--- src/rtl/ip_uart_rx_fifo.sv ---
// ip_uart_rx_fifo: small synchronous FIFO holding received UART bytes.
// Push and pop in the same cycle both take effect even when full.
// Flush empties the FIFO and overrides a coincident push.
module ip_uart_rx_fifo #(
    parameter int DEPTH = 16,
    parameter int WIDTH = 8
) (
    input  logic             clk,
    input  logic             reset_n,
    input  logic             push_i,
    input  logic             pop_i,
    input  logic             flush_i,
    input  logic [WIDTH-1:0] pushData_i,
    output logic [WIDTH-1:0] headData_o,
    output logic             full_o,
    output logic             empty_o
);

    localparam int PTR_W = $clog2(DEPTH);

    logic [WIDTH-1:0] mem_q [DEPTH];
    logic [PTR_W-1:0] wrPtr_q;
    logic [PTR_W-1:0] rdPtr_q;
    logic [PTR_W:0]   count_q;
    logic             doPush;
    logic             doPop;

    assign full_o     = (count_q == (PTR_W+1)'(DEPTH));
    assign empty_o    = (count_q == '0);
    assign headData_o = mem_q[rdPtr_q];
    assign doPop      = pop_i && !empty_o;
    assign doPush     = push_i && (!full_o || doPop);

    // Storage array; contents need no reset because count gates visibility.
    always_ff @(posedge clk) begin
        if (doPush && !flush_i) begin
            mem_q[wrPtr_q] <= pushData_i;
        end
    end

    // Pointer and occupancy bookkeeping, flush taking priority over push/pop.
    always_ff @(posedge clk) begin
        if (!reset_n) begin
            wrPtr_q <= '0;
            rdPtr_q <= '0;
            count_q <= '0;
        end else if (flush_i) begin
            wrPtr_q <= '0;
            rdPtr_q <= '0;
            count_q <= '0;
        end else begin
            if (doPush) begin
                wrPtr_q <= wrPtr_q + 1'b1;
            end
            if (doPop) begin
                rdPtr_q <= rdPtr_q + 1'b1;
            end
            case ({doPush, doPop})
                2'b10:   count_q <= count_q + 1'b1;
                2'b01:   count_q <= count_q - 1'b1;
                default: count_q <= count_q;
            endcase
        end
    end

endmodule

--- src/rtl/ip_uart_rx.sv ---
// ip_uart_rx: Z80 I/O mapped UART receiver with a 16-byte receive FIFO.
// Data port at io_base returns the FIFO head; status/control at io_base+1.
module ip_uart_rx #(
    parameter int         clk_freq  = 43200000,
    parameter int         uart_freq = 115200,
    parameter logic [7:0] io_base   = 8'h20
) (
    input  logic       clk,
    input  logic       reset_n,
    input  logic       enable,
    input  logic       iorq_n,
    input  logic       rd_n,
    input  logic       wr_n,
    input  logic [7:0] a,
    input  logic [7:0] d,
    output logic [7:0] q,
    output logic       q_en,
    input  logic       uart_rx
);

    // Counts are in enabled cycles; enable runs at half the clock rate.
    localparam int         BIT_CNT     = clk_freq / (2 * uart_freq);
    localparam int         HALF        = BIT_CNT / 2;
    localparam int         CNT_W       = $clog2(BIT_CNT + 1);
    localparam logic [7:0] DATA_PORT   = io_base;
    localparam logic [7:0] STATUS_PORT = io_base + 8'd1;

    typedef enum logic [1:0] {
        IDLE  = 2'd0,
        START = 2'd1,
        DATA  = 2'd2,
        STOP  = 2'd3
    } rxState_t;

    rxState_t   rxState_q;
    logic [CNT_W-1:0] bitCount_q;
    logic [2:0] bitIndex_q;
    logic [7:0] shift_q;
    logic       push_q;
    logic       frameErrSet_q;
    logic       rxMeta_q;
    logic       rxSync_q;
    logic       rxPrev_q;

    logic       overflow_q;
    logic       framingErr_q;
    logic       rdActive_q;
    logic       rdNonEmpty_q;
    logic       wrActive_q;

    logic       dataRead;
    logic       statusWrite;
    logic       popFire;
    logic       writeFire;
    logic       flushFire;
    logic [7:0] fifoHead;
    logic       fifoFull;
    logic       fifoEmpty;
    logic       unusedDataBits;

    assign dataRead    = !iorq_n && !rd_n && (a == DATA_PORT);
    assign statusWrite = !iorq_n && !wr_n && (a == STATUS_PORT);
    assign popFire     = rdActive_q && !dataRead && rdNonEmpty_q;
    assign writeFire   = statusWrite && !wrActive_q;
    assign flushFire   = writeFire && d[7];
    assign q_en        = !iorq_n && !rd_n && ((a == DATA_PORT) || (a == STATUS_PORT));
    assign unusedDataBits = ^{d[6:3], d[0]};

    // Two-flop synchronizer for the asynchronous serial line, idling high.
    always_ff @(posedge clk) begin
        if (!reset_n) begin
            rxMeta_q <= 1'b1;
            rxSync_q <= 1'b1;
        end else begin
            rxMeta_q <= uart_rx;
            rxSync_q <= rxMeta_q;
        end
    end

    // Receive FSM: start-bit qualification, 8 data bits LSB first, stop check.
    always_ff @(posedge clk) begin
        if (!reset_n) begin
            rxState_q     <= IDLE;
            bitCount_q    <= '0;
            bitIndex_q    <= '0;
            shift_q       <= '0;
            push_q        <= 1'b0;
            frameErrSet_q <= 1'b0;
            rxPrev_q      <= 1'b1;
        end else begin
            push_q        <= 1'b0;
            frameErrSet_q <= 1'b0;
            if (enable) begin
                rxPrev_q <= rxSync_q;
                case (rxState_q)
                    IDLE: begin
                        if (rxPrev_q && !rxSync_q) begin
                            rxState_q  <= START;
                            bitCount_q <= '0;
                        end
                    end
                    START: begin
                        if (bitCount_q == CNT_W'(HALF)) begin
                            bitCount_q <= '0;
                            bitIndex_q <= '0;
                            rxState_q  <= rxSync_q ? IDLE : DATA;
                        end else begin
                            bitCount_q <= bitCount_q + 1'b1;
                        end
                    end
                    DATA: begin
                        if (bitCount_q == CNT_W'(BIT_CNT - 1)) begin
                            bitCount_q <= '0;
                            shift_q    <= {rxSync_q, shift_q[7:1]};
                            bitIndex_q <= bitIndex_q + 1'b1;
                            if (bitIndex_q == 3'd7) begin
                                rxState_q <= STOP;
                            end
                        end else begin
                            bitCount_q <= bitCount_q + 1'b1;
                        end
                    end
                    STOP: begin
                        if (bitCount_q == CNT_W'(BIT_CNT - 1)) begin
                            bitCount_q <= '0;
                            rxState_q  <= IDLE;
                            if (rxSync_q) begin
                                push_q <= 1'b1;
                            end else begin
                                frameErrSet_q <= 1'b1;
                            end
                        end else begin
                            bitCount_q <= bitCount_q + 1'b1;
                        end
                    end
                    default: rxState_q <= IDLE;
                endcase
            end
        end
    end

    // Bus access tracking so a data read pops once and a write acts once.
    always_ff @(posedge clk) begin
        if (!reset_n) begin
            rdActive_q   <= 1'b0;
            rdNonEmpty_q <= 1'b0;
            wrActive_q   <= 1'b0;
        end else begin
            rdActive_q   <= dataRead;
            rdNonEmpty_q <= dataRead && !fifoEmpty;
            wrActive_q   <= statusWrite;
        end
    end

    // Sticky error flags; a new error event wins over a coincident clear.
    always_ff @(posedge clk) begin
        if (!reset_n) begin
            overflow_q   <= 1'b0;
            framingErr_q <= 1'b0;
        end else begin
            if (push_q && fifoFull && !popFire && !flushFire) begin
                overflow_q <= 1'b1;
            end else if (writeFire && d[1]) begin
                overflow_q <= 1'b0;
            end
            if (frameErrSet_q) begin
                framingErr_q <= 1'b1;
            end else if (writeFire && d[2]) begin
                framingErr_q <= 1'b0;
            end
        end
    end

    // Read-data mux; drives zero whenever this block is not being read.
    always_comb begin
        q = 8'h00;
        if (q_en) begin
            if (a == DATA_PORT) begin
                q = fifoEmpty ? 8'hFF : fifoHead;
            end else begin
                q = {5'b0, framingErr_q, overflow_q, !fifoEmpty};
            end
        end
    end

    ip_uart_rx_fifo #(
        .DEPTH(16),
        .WIDTH(8)
    ) u_fifo (
        .clk        (clk),
        .reset_n    (reset_n),
        .push_i     (push_q),
        .pop_i      (popFire),
        .flush_i    (flushFire),
        .pushData_i (shift_q),
        .headData_o (fifoHead),
        .full_o     (fifoFull),
        .empty_o    (fifoEmpty)
    );

endmodule
--- config.mk ---
export PLATFORM = sky130hd
export DESIGN_NAME = ip_uart_rx
export DESIGN_NICKNAME = d
export VERILOG_FILES = /design/src/rtl/ip_uart_rx_fifo.sv /design/src/rtl/ip_uart_rx.sv
export SDC_FILE = /design/constraint.sdc
export NUM_CORES = 1
export LEC_CHECK = 0
export ABC_AREA = 1
export ABC_CLOCK_PERIOD_IN_PS = 2700
export BUFFER_PORTS_ARGS = -buffer_cell sky130_fd_sc_hd__buf_2
export CAP_MARGIN = 20
export CORE_MARGIN = 5
export CORE_UTILIZATION = 40
export DETAILED_ROUTE_END_ITERATION = 10
export SYNTH_ARGS = -nofsm -noshare
export SYNTH_HDL_FRONTEND = slang
export SYNTH_SLANG_ARGS = --single-unit
--- constraint.sdc ---
create_clock -name clk -period 2.7 [get_ports clk]
set_input_delay 0.135 -clock clk [delete_from_list [all_inputs] [get_ports clk]]
set_output_delay 0.135 -clock clk [all_outputs]
set_load 0.02 [all_outputs]
==> results of run 1 <==
layout by cell type, fill, tap and decap left out, drive strengths merged:
cell type,synthesis,layout
dfxtp,48,48
or2,3,3
xor2,8,8
nand3,60,60
or4,1,1
a21boi,1,1
nand3b,2,2
o31ai,1,1
nand2,93,93
nor4,2,2
o21ai,75,75
clkinv,0,3
buf,15,52
nor2,137,137
a211oi,4,4
clkbuf,13,17
a32o,1,1
a21oi,31,31
bufinv,0,1
xnor2,1,1
ha,14,14
nand4,1,1
nor3,23,23
dlygate4sd3,0,2
inv,76,86
o211ai,20,20
nor3b,1,1
clkinvlp,0,1
o21bai,1,1
edfxtp,128,128
power by group through the flow:
stage	Clock [uW]	Sequential (uW)	Combinational, uW
2_1_floorplan	0	2930	36.8
3_3_place_gp	0	2930	58.5
3_5_place_dp	0	2930	59.2
4_1_cts	2440	2870	61.5
5_1_grt	2570	2870	70.9
6_report	2390	2870	60.6
cells by family (layout without fill, tap and decap cells):
kind of cell	after synthesis	after routing	share of synthesized area, %
flip-flops	176	176	63.1
AND/OR/NAND/NOR	323	323	18.2
AO/OA/AOI/OAI	134	134	9.83
buffers and inverters	104	162	5.54
XOR/XNOR	9	9	1.04
adder cells (fa/ha/maj)	14	14	2.30
how the worst min path moves through the flow:
stage                      end  depth (start not counted)
floorplan             rxMeta_q                          1
global placement      rxMeta_q                          2
detailed placement    rxMeta_q                          2
CTS                 wrActive_q                          3
global route        wrActive_q                          3
finish              wrActive_q                          3
final cells by class:
class / instances / share of cell area (%)
clock inverters: 15 / 1.68
well taps: 234 / 3.36
inverters: 76 / 3.30
flip-flops and latches: 176 / 55.2
repair buffers: 54 / 4.22
multi-input cells: 480 / 27.4
clock buffers: 17 / 4.88
per-stage QoR:
| stage | hold WS, ps | cell area (um2) | total power, uW | setup WS (ps) |
|---|---|---|---|---|
| after floorplan | 242 | 7610 | 2960 | 578 |
| final | 20.6 | 8710 | 5320 | 337 |
| after detailed placement | 325 | 8120 | 2990 | 266 |
| after CTS | 4.37 | 8710 | 5370 | 290 |
| after global placement | 319 | 8110 | 2990 | 340 |
| after global routing | 33.8 | 8710 | 5510 | 78.7 |
flip-flops by register name (all words and copies together) (netlist names), 3 cells and up, named ones only:
| name | flops |
|---|---|
| bitCount_q | 8 |
| bitIndex_q | 3 |
| shift_q | 8 |
| u_fifo.count_q | 5 |
| u_fifo.mem_q | 128 |
| u_fifo.rdPtr_q | 4 |
| u_fifo.wrPtr_q | 4 |
critical path, delay by kind of cell (launching register included):
kind	cells	cell delay [ps]
compound gates	2	230
buf+inv	3	640
flops	1	340
simple gates	5	560
timing repair:
action | CTS | global route
hold buffers | 2 | 0
endpoints found under the hold margin | 2 | 0
endpoints found under the setup margin | 0 | 0
buffers inserted | 0 | 0
metal layers:
layer  global-route usage (%)  vias to the layer above
met4                     4.99                        0
met2                     26.0                      120
met1                     21.0                     2518
met5                        0                        -
li1                         -                     2689
met3                     3.49                       16
==> flow_metrics.env, run 1 <==
export IMPL_status="completed"
export IMPL_synthesis_nets=797
export IMPL_routed_wl_met2_um=7860
export IMPL_top_layer="met4"
export IMPL_grt_pass1_vias=5047
export IMPL_final_instance_count_excl_fill=1052
export IMPL_cts_buffer_depth=2
export IMPL_cts_tree="built"
export IMPL_r2r_end="u_fifo.count_q[4]"
export IMPL_crit_end="q[5]"
export IMPL_reg2reg_slack_ps=400
export IMPL_grt_overflow=0
export IMPL_gr_usage_all_layers_pct=15.8
export IMPL_drv_cap=0
export IMPL_drc=0
export IMPL_startpoint_type="register"
export IMPL_async_reset_ff_share_pct=0
export IMPL_vias=5343
export IMPL_setup_tns_ps=0
export IMPL_ys_flop_type="edfxtp_1"
export IMPL_required_ps=2570
export IMPL_fin_crit_sh_pct=87.5
export IMPL_finalWirelength_um=16500
export IMPL_gp_congestion=0.840
export IMPL_slowest_stage="buf_4"
export IMPL_maxSlewHeadroom_pct=48.9
export IMPL_clk_latency_ps=430
export IMPL_hp_start="a[0]"
export IMPL_drt_met1_wl_um=7490
export IMPL_internal_power_uw=4190
export IMPL_power_share_switching_pct=21.3
export IMPL_antenna_found_initial=0
export IMPL_path_cells="buf_4 -> nor2_1 -> nor2_1 -> o21ai_0 -> o211ai_1 -> nand3_1 -> nand3_1 -> nand2_1 -> inv_1 -> buf_2"
export IMPL_yosys_top_cells_count="nor2_1, edfxtp_1, nand2_1"
export IMPL_dp_hpwl_um=10500
export IMPL_yosysTopAreaCellShare_pct=50.5
export IMPL_min_path_type="input pin to register"
export IMPL_postRouteAntennaNets=0
export IMPL_yosysWarnings=0
export IMPL_finalSetupViolations=0
export IMPL_hold_viol_final=0
export IMPL_rows=50
export IMPL_cp_max_fo=50
export IMPL_final_max_slew_viol_count=0
export IMPL_htree_levels=4
export IMPL_synth_enable_flop_cells=128
export IMPL_cp_arrival_ps=2230
export IMPL_p_leak_uw=0.00341
export IMPL_detail_route_iter0_violations=363
export IMPL_synth_top_area_cell="edfxtp_1"
export IMPL_r2r_cells=16
export IMPL_synth_distinct_cells=35
export IMPL_dieArea_um2=21900
export IMPL_drive_gt1_share_pct=12.2
export IMPL_multi_input_area_um2=2380
export IMPL_final_seq_area_um2=4810
export IMPL_utilization_pct=46.6
export IMPL_power_density_nw_per_um2=610
export IMPL_pwr_share_seq_pct=53.9
export IMPL_grt_pass1_wl_um=26600
export IMPL_slowest_delay_ps=440
export IMPL_wl_per_cell_um=15.7
export IMPL_fill_cells=1711
export IMPL_num_antenna_cells=0
export IMPL_dp_cells=1018
export IMPL_port_buffers=26
export IMPL_die_x_um=148
export IMPL_cts_resized=0
export IMPL_route_met3_wl_um=893
export IMPL_root_buffer="clkbuf_16"
export IMPL_areaGrowthSynthToFinish_pct=14.5
export IMPL_seq_area_frac_synth_pct=63.1
export IMPL_finClkSkew_ps=8.31
export IMPL_die_y_um=148
export IMPL_viasPerCell=5.08
export IMPL_worst_setup_path_end_kind="output port"
export IMPL_vdd_drop_max_uv=453
export IMPL_syn_avg_cell_area_um2=10.0
export IMPL_post_synth_top_count_cell="nor2_1"
export IMPL_period_needed_ps=2360
export IMPL_cts_buffers=17
export IMPL_first_pass_iters=5
export IMPL_syn_cell_area_um2=7610
export IMPL_clock_power_share_pct=44.9
export IMPL_ios=32
export IMPL_fmax_mhz=423
export IMPL_comb_power_share_pct=1.1
export IMPL_fp_coreArea_um2=18700
export IMPL_critPathKind="register to output port"
export IMPL_r2r_start="u_fifo.count_q[0]"
export IMPL_path_clk_slew_ps=70
export IMPL_cts_sinks=176
export IMPL_synthTopCellsByArea="edfxtp_1, dfxtp_1, nor2_1, o21ai_0, nand2_1"
export IMPL_initial_core_util_pct=40.7
export IMPL_grt_max_degree=57
export IMPL_worstMarginPinSlew_ps=766
export IMPL_synth_seq_cells=176
export IMPL_grt_setup_unrepaired="false"
export IMPL_p_switching_uw=1130
export IMPL_fin_nets=842
export IMPL_netlist_instances=760
(Power assumes the default switching activity.)
==> inputs of run 2 (changes only) <==
Settings changed: ABC_AREA 1 to 0.
==> flow_metrics.env, run 2 <==
export IMPL_internal_power_uw=4360
export IMPL_gp_congestion=0.814
export IMPL_grt_pass1_vias=4371
export IMPL_antenna_found_initial=0
export IMPL_finalWirelength_um=15300
export IMPL_path_clk_slew_ps=70
export IMPL_fill_cells=1521
export IMPL_yosysTopAreaCellShare_pct=52.0
export IMPL_yosys_top_cells_count="edfxtp_1, dfxtp_1, nor2_1"
export IMPL_viasPerCell=5.41
export IMPL_drv_cap=0
export IMPL_worst_setup_path_end_kind="output port"
export IMPL_hold_viol_final=0
export IMPL_drive_gt1_share_pct=23.5
export IMPL_grt_use_met1_pct=18.9
export IMPL_die_x_um=146
export IMPL_grt_overflow=0
export IMPL_grt_setup_unrepaired="false"
export IMPL_cp_max_fo=12
export IMPL_fmax_mhz=387
export IMPL_synth_distinct_cells=54
export IMPL_p_switching_uw=1090
export IMPL_dp_cells=762
export IMPL_syn_avg_cell_area_um2=14.8
export IMPL_critPathKind="register to output port"
export IMPL_synthesis_nets=536
export IMPL_power_density_nw_per_um2=634
export IMPL_layout_commonest_cell="edfxtp_1"
export IMPL_dp_hpwl_um=10500
export IMPL_pwr_share_seq_pct=52.7
export IMPL_final_cell_mix="edfxtp_1, dfxtp_1, nor2_1, buf_4, mux4_2"
export IMPL_comb_power_share_pct=1.2
export IMPL_num_antenna_cells=0
export IMPL_yosysWarnings=0
export IMPL_fin_nets=591
export IMPL_setup_tns_ps=0
export IMPL_syn_cell_area_um2=7390
export IMPL_fp_coreArea_um2=18100
export IMPL_root_buffer="clkbuf_16"
export IMPL_p_leak_uw=0.00257
export IMPL_vdd_drop_max_uv=441
export IMPL_pre_cts_ws_ps=207
export IMPL_drc=0
export IMPL_synthTopCellsByArea="edfxtp_1, dfxtp_1, mux4_2, ha_1, mux4_1"
export IMPL_maxSlewHeadroom_pct=45.9
export IMPL_synth_seq_cells=176
export IMPL_clk_latency_ps=420
export IMPL_setup_ws_ps=116
export IMPL_vias=4306
export IMPL_cts_tree="built"
export IMPL_worstMarginPinSlew_ps=805
export IMPL_final_area_um2=8600
export IMPL_use_met2_pct=25.1
export IMPL_final_max_slew_viol_count=0
export IMPL_use_met3_pct=3.11
export IMPL_period_needed_ps=2580
export IMPL_reg_largest_list="u_fifo.mem_q (128), bitCount_q (8), shift_q (8)"
export IMPL_postPlaceCellArea_um2=7950
export IMPL_first_pass_iters=4
export IMPL_initial_core_util_pct=40.9
export IMPL_detail_route_iter0_violations=365
export IMPL_cp_arrival_ps=2450
export IMPL_htree_levels=4
export IMPL_areaGrowthSynthToFinish_pct=16.3
export IMPL_post_synth_top_count_cell="edfxtp_1"
export IMPL_synth_enable_flop_cells=128
export IMPL_netlist_instances=499
export IMPL_rows=49
export IMPL_wl_per_cell_um=19.2
export IMPL_status="completed"
export IMPL_synth_top_area_cell="edfxtp_1"
export IMPL_post_cts_buffers=0
export IMPL_grt_pass1_wl_um=24200
export IMPL_largest_reg_flops=128
export IMPL_async_reset_ff_share_pct=0
export IMPL_gr_usage_all_layers_pct=14.8
export IMPL_finalSetupViolations=0
export IMPL_top_usage_layer="met2"
export IMPL_power_uw=5450
export IMPL_clock_power_share_pct=46.1
export IMPL_hp_start="reset_n"
export IMPL_min_path_type="input pin to register"
export IMPL_cts_buffer_depth=2
export IMPL_largest_register="u_fifo.mem_q"
export IMPL_dieArea_um2=21300
export IMPL_ios=32
export IMPL_startpoint_type="register"
export IMPL_r2r_start="u_fifo.count_q[0]"
export IMPL_cts_buffers=17
export IMPL_cts_sinks=176
export IMPL_required_ps=2570
export IMPL_die_y_um=146
export IMPL_grt_max_degree=20
export IMPL_ys_flop_type="edfxtp_1"
export IMPL_seq_area_frac_synth_pct=65.0
export IMPL_final_instance_count_excl_fill=796
export IMPL_postRouteAntennaNets=0
export IMPL_port_buffers=26
export IMPL_power_share_switching_pct=20.0
export IMPL_fin_crit_sh_pct=95.7
export IMPL_finClkSkew_ps=7.04
run 2: cell types whose count changed after synthesis, sizes merged, moves of 6 or more:
cell,change
nand3,-48
nor2b,+11
mux2i,+14
mux4,+34
inv,-66
a21oi,-12
nand2,-64
o21ai,-62
o211ai,-19
nand2b,+12
a31oi,+6
nor2,-104
run 2: cell families after synthesis:
| family | count (synthesis) | share of synthesized area, % |
|---|---|---|
| mux | 49 | 12.8 |
| compound gates | 69 | 6.55 |
| simple gates | 143 | 9.76 |
| flops | 176 | 65.0 |
| xor+xnor | 10 | 1.18 |
| buf+inv | 38 | 2.39 |
| fa+ha+maj | 14 | 2.37 |
run 2: routing by layer:
metal | part of all wire (%) | wire, um | vias to the layer above
met2 | 51 | 7720 | 104
met4 | 1.5 | 229 | 0
met1 | 43 | 6590 | 2143
met5 | 0 | 0 | -
li1 | - | - | 2040
met3 | 4.8 | 728 | 19
run 2: path summary, 6_finish.rpt:
path	slack [ps]	cells past startpoint	endpoint
hold / removal	40	2	rxPrev_q
setup reg to reg	250	11	u_fifo.count_q[4]
setup / recovery	120	5	q[2]
hold reg to reg	410	1	rxSync_q
run 2: cell type report:
cell class	instances	area [um2]	share of cell area, %
clock buffers	17	425	4.95
clock inverters	15	184	2.14
inverters	11	41.3	0.480
multi-input cells	285	2420	28.2
flip-flops and latches	176	4810	55.9
well taps	229	287	3.33
repair buffers	63	429	4.99
run 2: what timing repair did:
action / in CTS / in global routing
hold endpoints to repair: 2 / 0
gates cloned: 0 / 0
hold buffers: 2 / 0
resized for setup: 2 / 9
endpoints found under the setup margin: 6 / 5
run 2: critical path, stage by stage (launching register included):
cell	delay, ps
dfxtp_1	360
buf_12	170
mux4_1	560
mux4_2	510
o221a_1	260
buf_2	170
run 2: power by group through the flow:
stage / logic [uW] / registers [uW] / clock network (uW)
5_1_grt: 72.8 / 2870 / 2680
3_3_place_gp: 62.1 / 2930 / 0
6_report: 65.6 / 2870 / 2510
3_5_place_dp: 63.7 / 2930 / 0
2_1_floorplan: 36.9 / 2930 / 0
4_1_cts: 66.3 / 2870 / 2570
run 2: metrics by stage:
stage	hold slack, ps	util [%]
2_1_floorplan	236	-
3_3_place_gp	326	43.9
3_5_place_dp	327	43.9
4_1_cts	25.7	47.5
5_1_grt	42.4	47.5
6_report	40.8	47.5
